File: config.mk
export PLATFORM = sky130hd
export DESIGN_NAME = float_multiplier_seq
export DESIGN_NICKNAME = d
export VERILOG_FILES = /design/src/rtl/float_multiplier_seq_pkg.sv /design/src/rtl/float_multiplier_seq_mult.sv /design/src/rtl/float_multiplier_seq.sv
export SDC_FILE = /design/constraint.sdc
export NUM_CORES = 1
export LEC_CHECK = 0
export BUFFER_PORTS_ARGS = -buffer_cell sky130_fd_sc_hd__buf_4
export CORE_MARGIN = 5
export CORE_UTILIZATION = 55
export CTS_CLUSTER_DIAMETER = 150
export CTS_CLUSTER_SIZE = 28
export DETAILED_ROUTE_END_ITERATION = 6
export GPL_ROUTABILITY_DRIVEN = 0
export MAX_ROUTING_LAYER = met4
export PLACE_DENSITY = 0.87
export SYNTH_ARGS = -nofsm -noshare
export SYNTH_HDL_FRONTEND = slang
export SYNTH_SLANG_ARGS = --single-unit
File: constraint.sdc
create_clock -name clk -period 6.48 [get_ports clk]
set_input_delay 0.324 -clock clk [delete_from_list [all_inputs] [get_ports clk]]
set_output_delay 0.324 -clock clk [all_outputs]
set_load 0.01 [all_outputs]
File: src/rtl/float_multiplier_seq_pkg.sv
`default_nettype none
// ============================================================================
// float_multiplier_seq_pkg : shared FPU constants, FSM states, exponent flags
// Rev 1.0
// ============================================================================
package float_multiplier_seq_pkg;

  localparam int c_FLOAT_SIZE    = 32;
  localparam int c_EXPONENT_SIZE = 8;
  localparam int c_MANTISSA_SIZE = 23;
  localparam int c_BIAS          = 127;

  typedef logic [1:0] fpu_state_t;

  localparam logic [1:0] c_ST_IDLE = 2'd0;
  localparam logic [1:0] c_ST_MULT = 2'd1;
  localparam logic [1:0] c_ST_NORM = 2'd2;
  localparam logic [1:0] c_ST_DONE = 2'd3;

  typedef struct packed {
    logic overflow;
    logic underflow;
  } exp_flags_t;

  // The extended exponent is {sign-like msb, flow bit, field}; a set msb means
  // the result went negative, so it wins over the flow bit.
  function automatic exp_flags_t split_exp_flags(input logic msb, input logic flow_bit);
    exp_flags_t f;
    f.underflow = msb;
    f.overflow  = flow_bit & ~msb;
    return f;
  endfunction

endpackage
`default_nettype wire

File: src/rtl/float_multiplier_seq_mult.sv
`default_nettype none
// ============================================================================
// mantissa_shift_add_mult : iterative shift-and-add mantissa multiplier
// Rev 1.0
// ============================================================================
module mantissa_shift_add_mult
  import float_multiplier_seq_pkg::*;
#(
  parameter int MANTISSA_SIZE = c_MANTISSA_SIZE
) (
  input  logic                         clk,
  input  logic                         rst_n,
  input  logic                         start,
  input  logic [MANTISSA_SIZE:0]       ma,
  input  logic [MANTISSA_SIZE:0]       mb,
  output logic                         done,
  output logic [2*MANTISSA_SIZE+1:0]   product
);

  localparam int c_CNT_W = $clog2(MANTISSA_SIZE + 2);
  localparam int c_PW    = 2 * MANTISSA_SIZE + 2;
  localparam logic [c_CNT_W-1:0] c_LAST = c_CNT_W'(MANTISSA_SIZE);

  logic [MANTISSA_SIZE:0]   r_ma;
  logic [MANTISSA_SIZE:0]   r_mb;
  logic [c_PW-1:0]          r_acc;
  logic [c_CNT_W-1:0]       r_cnt;
  logic                     r_busy;

  logic [MANTISSA_SIZE+1:0] w_addend;
  logic [MANTISSA_SIZE+1:0] w_sum;
  logic [c_PW-1:0]          w_next_acc;

  // Add into the upper half with a carry bit, then shift {carry, acc} right.
  assign w_addend   = r_mb[0] ? {1'b0, r_ma} : '0;
  assign w_sum      = {1'b0, r_acc[c_PW-1:MANTISSA_SIZE+1]} + w_addend;
  assign w_next_acc = {w_sum, r_acc[MANTISSA_SIZE:1]};

  assign done    = r_busy && (r_cnt == c_LAST);
  assign product = r_acc;

  always_ff @(posedge clk or negedge rst_n) begin
    if (!rst_n) begin
      r_ma   <= '0;
      r_mb   <= '0;
      r_acc  <= '0;
      r_cnt  <= '0;
      r_busy <= 1'b0;
    end else if (start) begin
      r_ma   <= ma;
      r_mb   <= mb;
      r_acc  <= '0;
      r_cnt  <= '0;
      r_busy <= 1'b1;
    end else if (r_busy) begin
      r_acc <= w_next_acc;
      r_mb  <= r_mb >> 1;
      r_cnt <= r_cnt + 1'b1;
      if (done) begin
        r_busy <= 1'b0;
      end
    end
  end

endmodule
`default_nettype wire

File: src/rtl/float_multiplier_seq.sv
`default_nettype none
// ============================================================================
// float_multiplier_seq : sequential truncating float multiplier, valid/ready
// Rev 1.0
// ============================================================================
module float_multiplier_seq
  import float_multiplier_seq_pkg::*;
#(
  parameter int FLOAT_SIZE    = c_FLOAT_SIZE,
  parameter int EXPONENT_SIZE = c_EXPONENT_SIZE,
  parameter int MANTISSA_SIZE = c_MANTISSA_SIZE,
  parameter int BIAS          = c_BIAS
) (
  input  logic                  clk,
  input  logic                  rst_n,
  input  logic                  in_valid,
  output logic                  in_ready,
  input  logic [FLOAT_SIZE-1:0] a,
  input  logic [FLOAT_SIZE-1:0] b,
  output logic                  out_valid,
  input  logic                  out_ready,
  output logic [FLOAT_SIZE-1:0] out,
  output logic                  overflow,
  output logic                  underflow,
  output logic                  inexact
);

  localparam int c_M  = MANTISSA_SIZE;
  localparam int c_E  = EXPONENT_SIZE;
  localparam int c_XW = EXPONENT_SIZE + 2;

  fpu_state_t          r_state;
  logic                r_sign;
  logic [c_XW-1:0]     r_exp;
  logic [FLOAT_SIZE-1:0] r_out;
  logic                r_overflow;
  logic                r_underflow;
  logic                r_inexact;

  logic                w_accept;
  logic                w_mult_done;
  logic [2*c_M+1:0]    w_product;
  logic [c_M:0]        w_ma;
  logic [c_M:0]        w_mb;
  logic                w_hi;
  logic [c_M-1:0]      w_mant;
  logic                w_inexact;
  logic [c_XW-1:0]     w_exp_final;
  exp_flags_t          w_flags;

  assign in_ready  = (r_state == c_ST_IDLE);
  assign out_valid = (r_state == c_ST_DONE);
  assign w_accept  = in_valid & in_ready;

  // Exponent field 0 still carries an implicit leading one.
  assign w_ma = {1'b1, a[c_M-1:0]};
  assign w_mb = {1'b1, b[c_M-1:0]};

  mantissa_shift_add_mult #(
    .MANTISSA_SIZE (MANTISSA_SIZE)
  ) u_mant_mult (
    .clk     (clk),
    .rst_n   (rst_n),
    .start   (w_accept),
    .ma      (w_ma),
    .mb      (w_mb),
    .done    (w_mult_done),
    .product (w_product)
  );

  // Product is in [1,4); the top bit selects the one-place normalisation.
  assign w_hi        = w_product[2*c_M+1];
  assign w_mant      = w_hi ? w_product[2*c_M:c_M+1] : w_product[2*c_M-1:c_M];
  assign w_inexact   = w_hi ? (|w_product[c_M:0]) : (|w_product[c_M-1:0]);
  assign w_exp_final = r_exp + c_XW'(w_hi);
  assign w_flags     = split_exp_flags(w_exp_final[c_XW-1], w_exp_final[c_XW-2]);

  always_ff @(posedge clk or negedge rst_n) begin
    if (!rst_n) begin
      r_state <= c_ST_IDLE;
      r_sign  <= 1'b0;
      r_exp   <= '0;
    end else begin
      case (r_state)
        c_ST_IDLE: begin
          if (w_accept) begin
            r_sign  <= a[FLOAT_SIZE-1] ^ b[FLOAT_SIZE-1];
            r_exp   <= c_XW'(a[FLOAT_SIZE-2:c_M]) + c_XW'(b[FLOAT_SIZE-2:c_M])
                       - c_XW'(BIAS);
            r_state <= c_ST_MULT;
          end
        end
        c_ST_MULT: begin
          if (w_mult_done) begin
            r_state <= c_ST_NORM;
          end
        end
        c_ST_NORM: begin
          r_state <= c_ST_DONE;
        end
        c_ST_DONE: begin
          if (out_ready) begin
            r_state <= c_ST_IDLE;
          end
        end
        default: r_state <= c_ST_IDLE;
      endcase
    end
  end

  // Result and flags are only rewritten in NORM, so they persist through IDLE.
  always_ff @(posedge clk or negedge rst_n) begin
    if (!rst_n) begin
      r_out       <= '0;
      r_overflow  <= 1'b0;
      r_underflow <= 1'b0;
      r_inexact   <= 1'b0;
    end else if (r_state == c_ST_NORM) begin
      r_out       <= {r_sign, w_exp_final[c_E-1:0], w_mant};
      r_overflow  <= w_flags.overflow;
      r_underflow <= w_flags.underflow;
      r_inexact   <= w_inexact;
    end
  end

  assign out       = r_out;
  assign overflow  = r_overflow;
  assign underflow = r_underflow;
  assign inexact   = r_inexact;

endmodule
`default_nettype wire

-- Word level (Yosys, flattened, before mapping)
Index checks and enable logic that the tools add are counted.
- latch bits: 0
- input bits: 68
- word-level logic and storage cells: 51
- register bits after elaboration: 150
- output and inout port bits: 37
- bits in writable memories: 0
- memories kept: 0
- bits in read-only memories: 0
- equal/unequal tests: 7
- shifts and indexed selects: 0
- reductions and logical operators: 7
- multipliers: 0
- add/sub/neg operators: 5
- order comparisons: 0
- bitwise logic cells: 4
- mux-type cells: 16
- div/mod/pow operators: 0
- operator list (operator ; count):
    $mux W48 ; 2
    $mux W24 ; 3
    $add A24 B25 Y25 ; 1
    $reduce_or A24 Y1 ; 1
    $mux W23 ; 1
    $reduce_or A23 Y1 ; 1
    $add A10 B1 Y10 ; 1
    $mux W5 ; 2
    $sub A9 B7 Y10 const B ; 1
    $add A8 B8 Y9 ; 1
    $pmux W2 S4 ; 1
    $mux W2 ; 3
    $ne A2 B1 Y1 const B ; 3
    $add A5 B1 Y5 const B ; 1
    $eq A5 B5 Y1 const B ; 1
    $eq A2 B2 Y1 const B ; 2
    $mux W1 ; 4
    $reduce_and A3 Y1 ; 1
    $and A1 B1 Y1 ; 2
    $eq A2 B1 Y1 const B ; 1
    $logic_not A2 Y1 ; 1
    $reduce_and A2 Y1 ; 1
    $reduce_bool A2 Y1 ; 1
    $logic_and A1 B1 Y1 ; 1
    2 further kinds ; 2

-- Longest topological paths before layout
Gate-level depths: netlist of run 1.
- word-level depth: 5
- mapped depth: 12
- gate-level depth less buffers: 12

-- Modules after synthesis
A second synthesis of run 1 with hierarchy kept.
- cell total of the unflattened synthesis: 840
- area total of the unflattened synthesis: 8454.4 µm²
- by module, submodules not included (module ; cells an instance ; times used ; area each (µm²) ; sequential area each (µm²)):
    mantissa_shift_add_mult ; 567 ; 1 ; 5726.7 ; 2552.4
    float_multiplier_seq ; 273 ; 1 ; 2727.6 ; 1201.2

-- Worst setup path before layout of run 1
Ideal clock, no wire load.
- path type: reg-to-reg
- from: register u_mant_mult.r_mb[0]
- to: register u_mant_mult.r_acc[41], in the netlist u_mant_mult.product[41]
- period minus slack after synthesis: 2.489 ns
- arrival time: 2.407 ns
- data required time: 6.398 ns
- setup slack: 3.991 ns
- path buffers: 1
- cell stages (with the launch flop): 10
- library setup time: 0.082 ns
- cells stage by stage: dfrtp_1 -> clkbuf_1 -> nand2_1 -> fa_1 -> and2b_1 -> o211ai_2 -> a31o_2 -> a21o_1 -> or4_1 -> a31oi_1
- longest elaborated chain between the ends: 4
- ends and longest elaborated chain (what ; RTL line ; text):
    from (decl) ; float_multiplier_seq_mult.sv:25 ; logic [MANTISSA_SIZE:0] r_mb;
    from (signal assigned) ; float_multiplier_seq_mult.sv:51 ; r_mb <= mb;
    from (signal assigned) ; float_multiplier_seq_mult.sv:57 ; r_mb <= r_mb >> 1;
    $mux W24 ; float_multiplier_seq_mult.sv:35 ; assign w_addend = r_mb[0] ? {1'b0, r_ma} : '0;
    $add A24 B25 Y25 ; float_multiplier_seq_mult.sv:36 ; assign w_sum = {1'b0, r_acc[c_PW-1:MANTISSA_SIZE+1]} + w_addend;
    $mux W48 ; float_multiplier_seq_mult.sv:55 ; end else if (r_busy) begin
    $mux W48 ; float_multiplier_seq_mult.sv:49 ; end else if (start) begin
    to (signal assigned) ; float_multiplier_seq_mult.sv:56 ; r_acc <= w_next_acc;
    to (decl) ; float_multiplier_seq_mult.sv:26 ; logic [c_PW-1:0] r_acc;
No other way between the ends. The select of a mux whose other input is x is not followed.
A chain may end at the register's enable or synchronous reset.

-- Worst setup path after layout of run 1
Same ends and word-level chain as after synthesis.

==> results.md, run 1 <==
* Yosys cell types at 63
* Fin Hold WS at 0.0846 ns
* Nets@finish at 1,080
* Num CTS Buffers at 17
* Maxcap violations at 0
* Post-CTS Setup Bufs at 0
* Area share of the largest cell type after synthesis at 45.2%
* Async SR Flop Fraction at 100%
* Max Slew Vio Count at 0
* Rel. slew slack at 22.3%
* Utilization after layout at 65.1%
* Syn avg cell area at 9.39 sq um
* DR vias at 6,655
* Status: completed
* Clock Sinks at 150
* DRT Pass-1 Iters at 6
* Syn Nets at 1,000
* Layout cell share with drive strength beyond 1 at 16.4%
* Critical path origin: u_mant_mult.r_mb[0]
* Final hold vios at 0
* WL per Instance at 16.0 um
* Die Y at 133 um
* PwrDens at 486 nW/um^2
* Clock Path Buffers at 2
* Post-synthesis cell count at 884
* Crit path capture type: flop
* HP Class: primary input to flop
* Die width at 133 um
* Delay-heaviest family, CP: simple AND/OR/NAND/NOR gates
* Starting Density at 55.4%
* VDD IR max at 0.242 mV
* Setup repair after global routing missed its margin: no
* Syn. warnings at 0
* Dpl cells at 1,132
* Layout Skew at 0.00791 ns
* Final ANT Viol Nets at 0
* LEAKAGE at 4.95 nW
* Die area at 17,600 sq um
* Iter 0 DRT Violations at 483
* Core area at 15,000 sq um
* Sequential area share after synthesis at 45.2%
* Cell taking the most area after synthesis: dfrtp_1
* Clock Latency Late Sink at 0.42 ns
* CP bufs+invs at 1
* GRT Total Usage at 22.5%
* Fin cells at 1,165
* Top_reg_cell synth: dfrtp_1
* Final WL at 18.6 mm
* CP max-delay cell: dfrtp_1
* Post-layout min period at 3.18 ns
* Synth Register Bits at 150
* Synth top area cells: dfrtp_1 (45%), mux2i_1 (9.5%), ha_1 (6.9%)
* CP Launch Type: flop
* CTS tree: yes
* Post-Syn Area at 8300 sq um
* Final Cycle Share at 49.1%
* I/O pins at 105
* First-pass GRT wire length at 32.0 mm
* Setup_tns at 0 ns
* Largest fanout on the critical path at 25
* Tightest Pin Transition at 1.16 ns
* Clk slew on worst S/H paths at 0.06 ns
* CP arrival at 3.53 ns
* Area Growth Syn to Fin at 17.4%
* Post-cts sizing count at 0
* Hold-fix buffers, CTS at 1
* Max Clock Freq at 0.314 GHz
* Remaining global-route overflow at 0
* Most frequent cell after synthesis: dfrtp_1
* Number of global-route vias before repair at 6,652
* Hold_sp: a[18]
* # diodes at 0
* Required time of the critical path at 6.82 ns
* Initial antenna violation count at 0
* # H-tree levels at 4
* IO Port Bufs at 104
* Cells along the critical path: and2_1 -> ha_1 -> inv_1 -> fa_1 -> and2b_1 -> o211ai_2 -> a31o_2 -> a21o_1 -> or4_1 -> a31oi_1
* RR Startpoint: u_mant_mult.r_mb[0]
* DRC Markers at 0
* Post-synth top cells: dfrtp_1 (150), nand2_1 (141), nor2_1 (91), mux2i_1 (79), a21oi_1 (61)
* Root buffer cell: clkbuf_16
* Number of synthesized flops with an enable pin at 0
* Critical path type: flop to flop
* Setup violators final at 0
* HPWL after DPL at 12.6 mm
* Worst path max stage delay at 0.83 ns
* Pwr Total at 0.00473 W
* Largest net degree at the start of global routing at 87
* Row count at 45
* Vias per cell at 5.71
placed cells by master (no fill, tap or decap), drive strengths merged, types with 10 or more instances in the layout:
cell type,count
a21o,12
xnor2,20
ha,46
buf,109
xor2,11
nand3,18
and2,26
nand2,142
clkbuf,20
mux2i,79
nor3,12
nand4,10
nor2,91
dfrtp,150
a21oi,62
o21ai,65
inv,24
routing by layer:
metal	wire, um	share of wire [%]	GRT usage [%]	up-vias
met2	8990	48	35.2	217
met4	246	1.3	7.62	0
met5	0	0	-	-
met1	8180	44	28.7	3183
met3	1180	6.4	5.74	24
li1	-	-	-	3231
cells by family (layout without fill, tap and decap cells):
group | count (synthesis) | count (layout) | share of synthesized area [%]
simple gates | 326 | 326 | 17.3
compound gates | 178 | 178 | 13.5
flops | 150 | 150 | 45.2
mux | 82 | 82 | 9.94
buf+inv | 69 | 162 | 3.36
fa+ha+maj | 48 | 48 | 7.42
xor+xnor | 31 | 31 | 3.27
worst register-to-register path, stage by stage (launching register included):
cell and delay (ns):
dfrtp_1 0.83, and2_1 0.23, ha_1 0.17, inv_1 0.06, fa_1 0.36, and2b_1 0.28, o211ai_2 0.11, a31o_2 0.29
a21o_1 0.19, or4_1 0.40, a31oi_1 0.17
report_power, final:
part / internal [W] / leakage (nW) / switching [W]
sequential: 0.00136 / 1.86 / 0.000369
clock: 0.000555 / 0.279 / 0.000400
combinational: 0.000903 / 2.81 / 0.00114
per-stage QoR:
stage	area (sq um)	setup WS, ns
floorplan	8300	3.99
CTS	9750	3.30
global placement	9160	3.48
detailed placement	9160	3.34
global route	9750	3.13
finish	9750	3.30
path summary, 6_finish.rpt:
check,end,slack [ns],cells after the start
worst max-delay path,u_mant_mult.product[41],3.30,10
worst min-delay path,u_mant_mult.r_ma[18],0.08,3
worst max register to register,u_mant_mult.product[41],3.30,10
worst min register to register,u_mant_mult.r_ma[23],0.46,1
max in group asynchronous,out[21],4.53,3
min in group asynchronous,u_mant_mult.r_mb[4],0.43,2
flip-flops by register name, summed over array words and instances (netlist names):
name	count
u_mant_mult.product	48
out	32
r_state	2
underflow	1
r_exp	10
overflow	1
u_mant_mult.r_busy	1
r_sign	1
u_mant_mult.r_ma	24
u_mant_mult.r_mb	24
u_mant_mult.r_cnt	5
inexact	1
cell type report:
class | instances | area, sq um
inverter | 20 | 75.1
sequential | 150 | 3760
tap | 188 | 235
clock inverter | 12 | 119
multi-input combinational | 665 | 4270
timing repair buffer | 110 | 832
clock buffer | 20 | 457
fill | 1195 | 5230
Note: power is estimated with default switching activity, not from simulation.
==> inputs of run 2 (changes only) <==
CORE_UTILIZATION = 53   (was 55)
PLACE_DENSITY = 0.88   (was 0.87)
clock period = 2.8 ns   (was 6.48 ns; I/O delays follow)
==> results.md, run 2 (synthesis results as in run 1) <==
* PwrDens at 1080 nW/um^2 (+120%)
* Core area at 15,300 sq um (+1.9%)
* Setup_tns at 0 ns (unchanged)
* Worst path max stage delay at 0.42 ns (-0.41 ns)
* DRT Pass-1 Iters at 5 (-1)
* Fin Hold WS at 0.0118 ns (-0.0728 ns)
* Clock Latency Late Sink at 0.42 ns (about the same)
* Crit path capture type: flop
* Layout cell share with drive strength beyond 1 at 17.0% (+0.60 points)
* Area Growth Syn to Fin at 24.6%
* Tightest Pin Transition at 1.12 ns (-0.0442 ns)
* Delay-heaviest family, CP: compound AO/OA/AOI/OAI gates
* HPWL after DPL at 13.3 mm (+5.3%)
* WL per Instance at 16.9 um (+6.0%)
* Final hold vios at 0 (unchanged)
* Clock Sinks at 150 (unchanged)
* First-pass GRT wire length at 34.9 mm (+9.1%)
* CP max-delay cell: dfrtp_1
* IO Port Bufs at 104 (unchanged)
* Cells along the critical path: buf_4 -> and2_1 -> ha_1 -> a21o_1 -> o21bai_1 -> a41oi_1 -> o21ai_1 -> or3_1 -> nand3_1 -> a21oi_1
* Remaining global-route overflow at 0 (unchanged)
* Layout Skew at 0.00716 ns (-0.000751 ns)
* Setup violators final at 0 (unchanged)
* Die Y at 135 um (+1.7%)
* Initial antenna violation count at 0 (unchanged)
* Most frequent cells in the layout: dfrtp_1 (149), nand2_1 (141), buf_4 (118), nor2_1 (91), mux2i_1 (79)
* CP arrival at 2.95 ns (-0.58 ns)
* # diodes at 0 (unchanged)
* GRT Total Usage at 24.4% (+1.8 points)
* Max reg flops at 48 (unchanged)
* RR Startpoint: u_mant_mult.r_mb[0]
* Flop-to-flop setup slack at 0.13 ns (-3.16 ns)
* Final ANT Viol Nets at 0 (unchanged)
* Clk slew on worst S/H paths at 0.06 ns (about the same)
* CP bufs+invs at 1 (unchanged)
* Nets@finish at 1,138 (+5.4%)
* Number of global-route vias before repair at 7,183 (+8.0%)
* Max Slew Vio Count at 0 (unchanged)
* Rel. slew slack at 25.3% (+2.9 points)
* Max Clock Freq at 0.375 GHz (+19%)
* Num CTS Buffers at 17 (unchanged)
* DRC Markers at 0 (unchanged)
* Clock Path Buffers at 2 (unchanged)
* VDD IR max at 0.569 mV (+140%)
* Post-layout min period at 2.67 ns (-0.519 ns)
* Die area at 18,300 sq um (+3.5%)
* Most common cell after layout, fill and taps aside: dfrtp_1
* Status: completed
* CP Depth at 10 (unchanged)
* # H-tree levels at 4 (unchanged)
* R2r endpoint: u_mant_mult.product[46]
* Final WL at 21.0 mm (+13%)
* Post-CTS Setup Bufs at 0 (unchanged)
* Row count at 45 (unchanged)
* Vias per cell at 5.62 (-1.5%)
* Final Cycle Share at 95.2% (+46 points)
* DR vias at 6,985 (+5.0%)
* LEAKAGE at 5.20 nW (+5.0%)
* Setup repair after global routing missed its margin: no
* Critical path type: flop to flop
* Iter 0 DRT Violations at 438 (-9.3%)
* Largest fanout on the critical path at 13 (-48%)
* Fillers at 1,113 (-6.9%)
* Required time of the critical path at 3.08 ns (-3.74 ns)
* CTS tree: yes
* Starting Density at 54.4% (-1.0 points)
* HP Class: primary input to flop
* Die width at 135 um (+1.7%)
* Maxcap violations at 0 (unchanged)
* CP Launch Type: flop
* I/O pins at 105 (unchanged)
* Critical path origin: u_mant_mult.r_mb[0]
* Root buffer cell: clkbuf_16
* Critical path endpoint: u_mant_mult.product[46]
* Worst reg2reg path depth at 10 (unchanged)
* Largest net degree at the start of global routing at 77 (-11%)
## run 2: per-stage QoR
step                setup slack, ns  util [%]  cell area, sq um  cells  total power (W)
floorplan                     0.311         -              8300    884          0.00728
global placement              0.214      61.1              9330   1168          0.00866
detailed placement            0.167      61.1              9330   1168          0.00888
CTS                           0.147      67.6             10300   1242           0.0111
global route               0.000730      67.8             10300   1242           0.0120
finish                        0.134      67.8             10300   1242           0.0111
## run 2: worst min-delay path by stage
stage	start	endpoint	slack, ns	cells after the start
after floorplan	rst_n	inexact	-0.16	0
after global placement	rst_n	u_mant_mult.r_mb[4]	0.16	1
after detailed placement	rst_n	u_mant_mult.r_mb[3]	0.16	1
after CTS	b[0]	u_mant_mult.r_mb[0]	0.004	3
after global routing	b[0]	u_mant_mult.r_mb[0]	0.007	3
final	b[0]	u_mant_mult.r_mb[0]	0.01	3
## run 2: worst min-delay path, stage by stage
cell	delay, ns
buf_4	0.08
nand2_1	0.04
o21ai_0	0.12
## run 2: final cells by class
class	count	area, sq um	share of cell area (%)
inverter	20	75.1	0.726
clock buffer	19	443	4.28
tap	211	264	2.55
timing repair buffer	168	1420	13.7
clock inverter	9	83.8	0.811
sequential	150	3760	36.3
multi-input combinational	665	4300	41.6
## run 2: what timing repair did
| action | 4_1_cts | 5_1_grt |
|---|---|---|
| endpoints found under the setup margin | 0 | 6 |
| hold buffers | 46 | 0 |
| gates resized for setup | 0 | 7 |
| hold endpoints to repair | 105 | 0 |
## run 2: where the power goes
| group | total (W) | switching (W) | internal, W |
|---|---|---|---|
| sequential | 0.00394 | 0.000776 | 0.00316 |
| combinational | 0.00513 | 0.00287 | 0.00226 |
| clock | 0.00209 | 0.000867 | 0.00122 |
| total | 0.0111 | 0.00451 | 0.00664 |
## run 2: per-layer routing
layer	track usage [%]	vias up	wire length [um]
li1	-	3335	-
met2	40.7	247	10500
met1	29.0	3352	8720
met5	-	-	0
met3	6.35	51	1330
met4	7.73	0	458
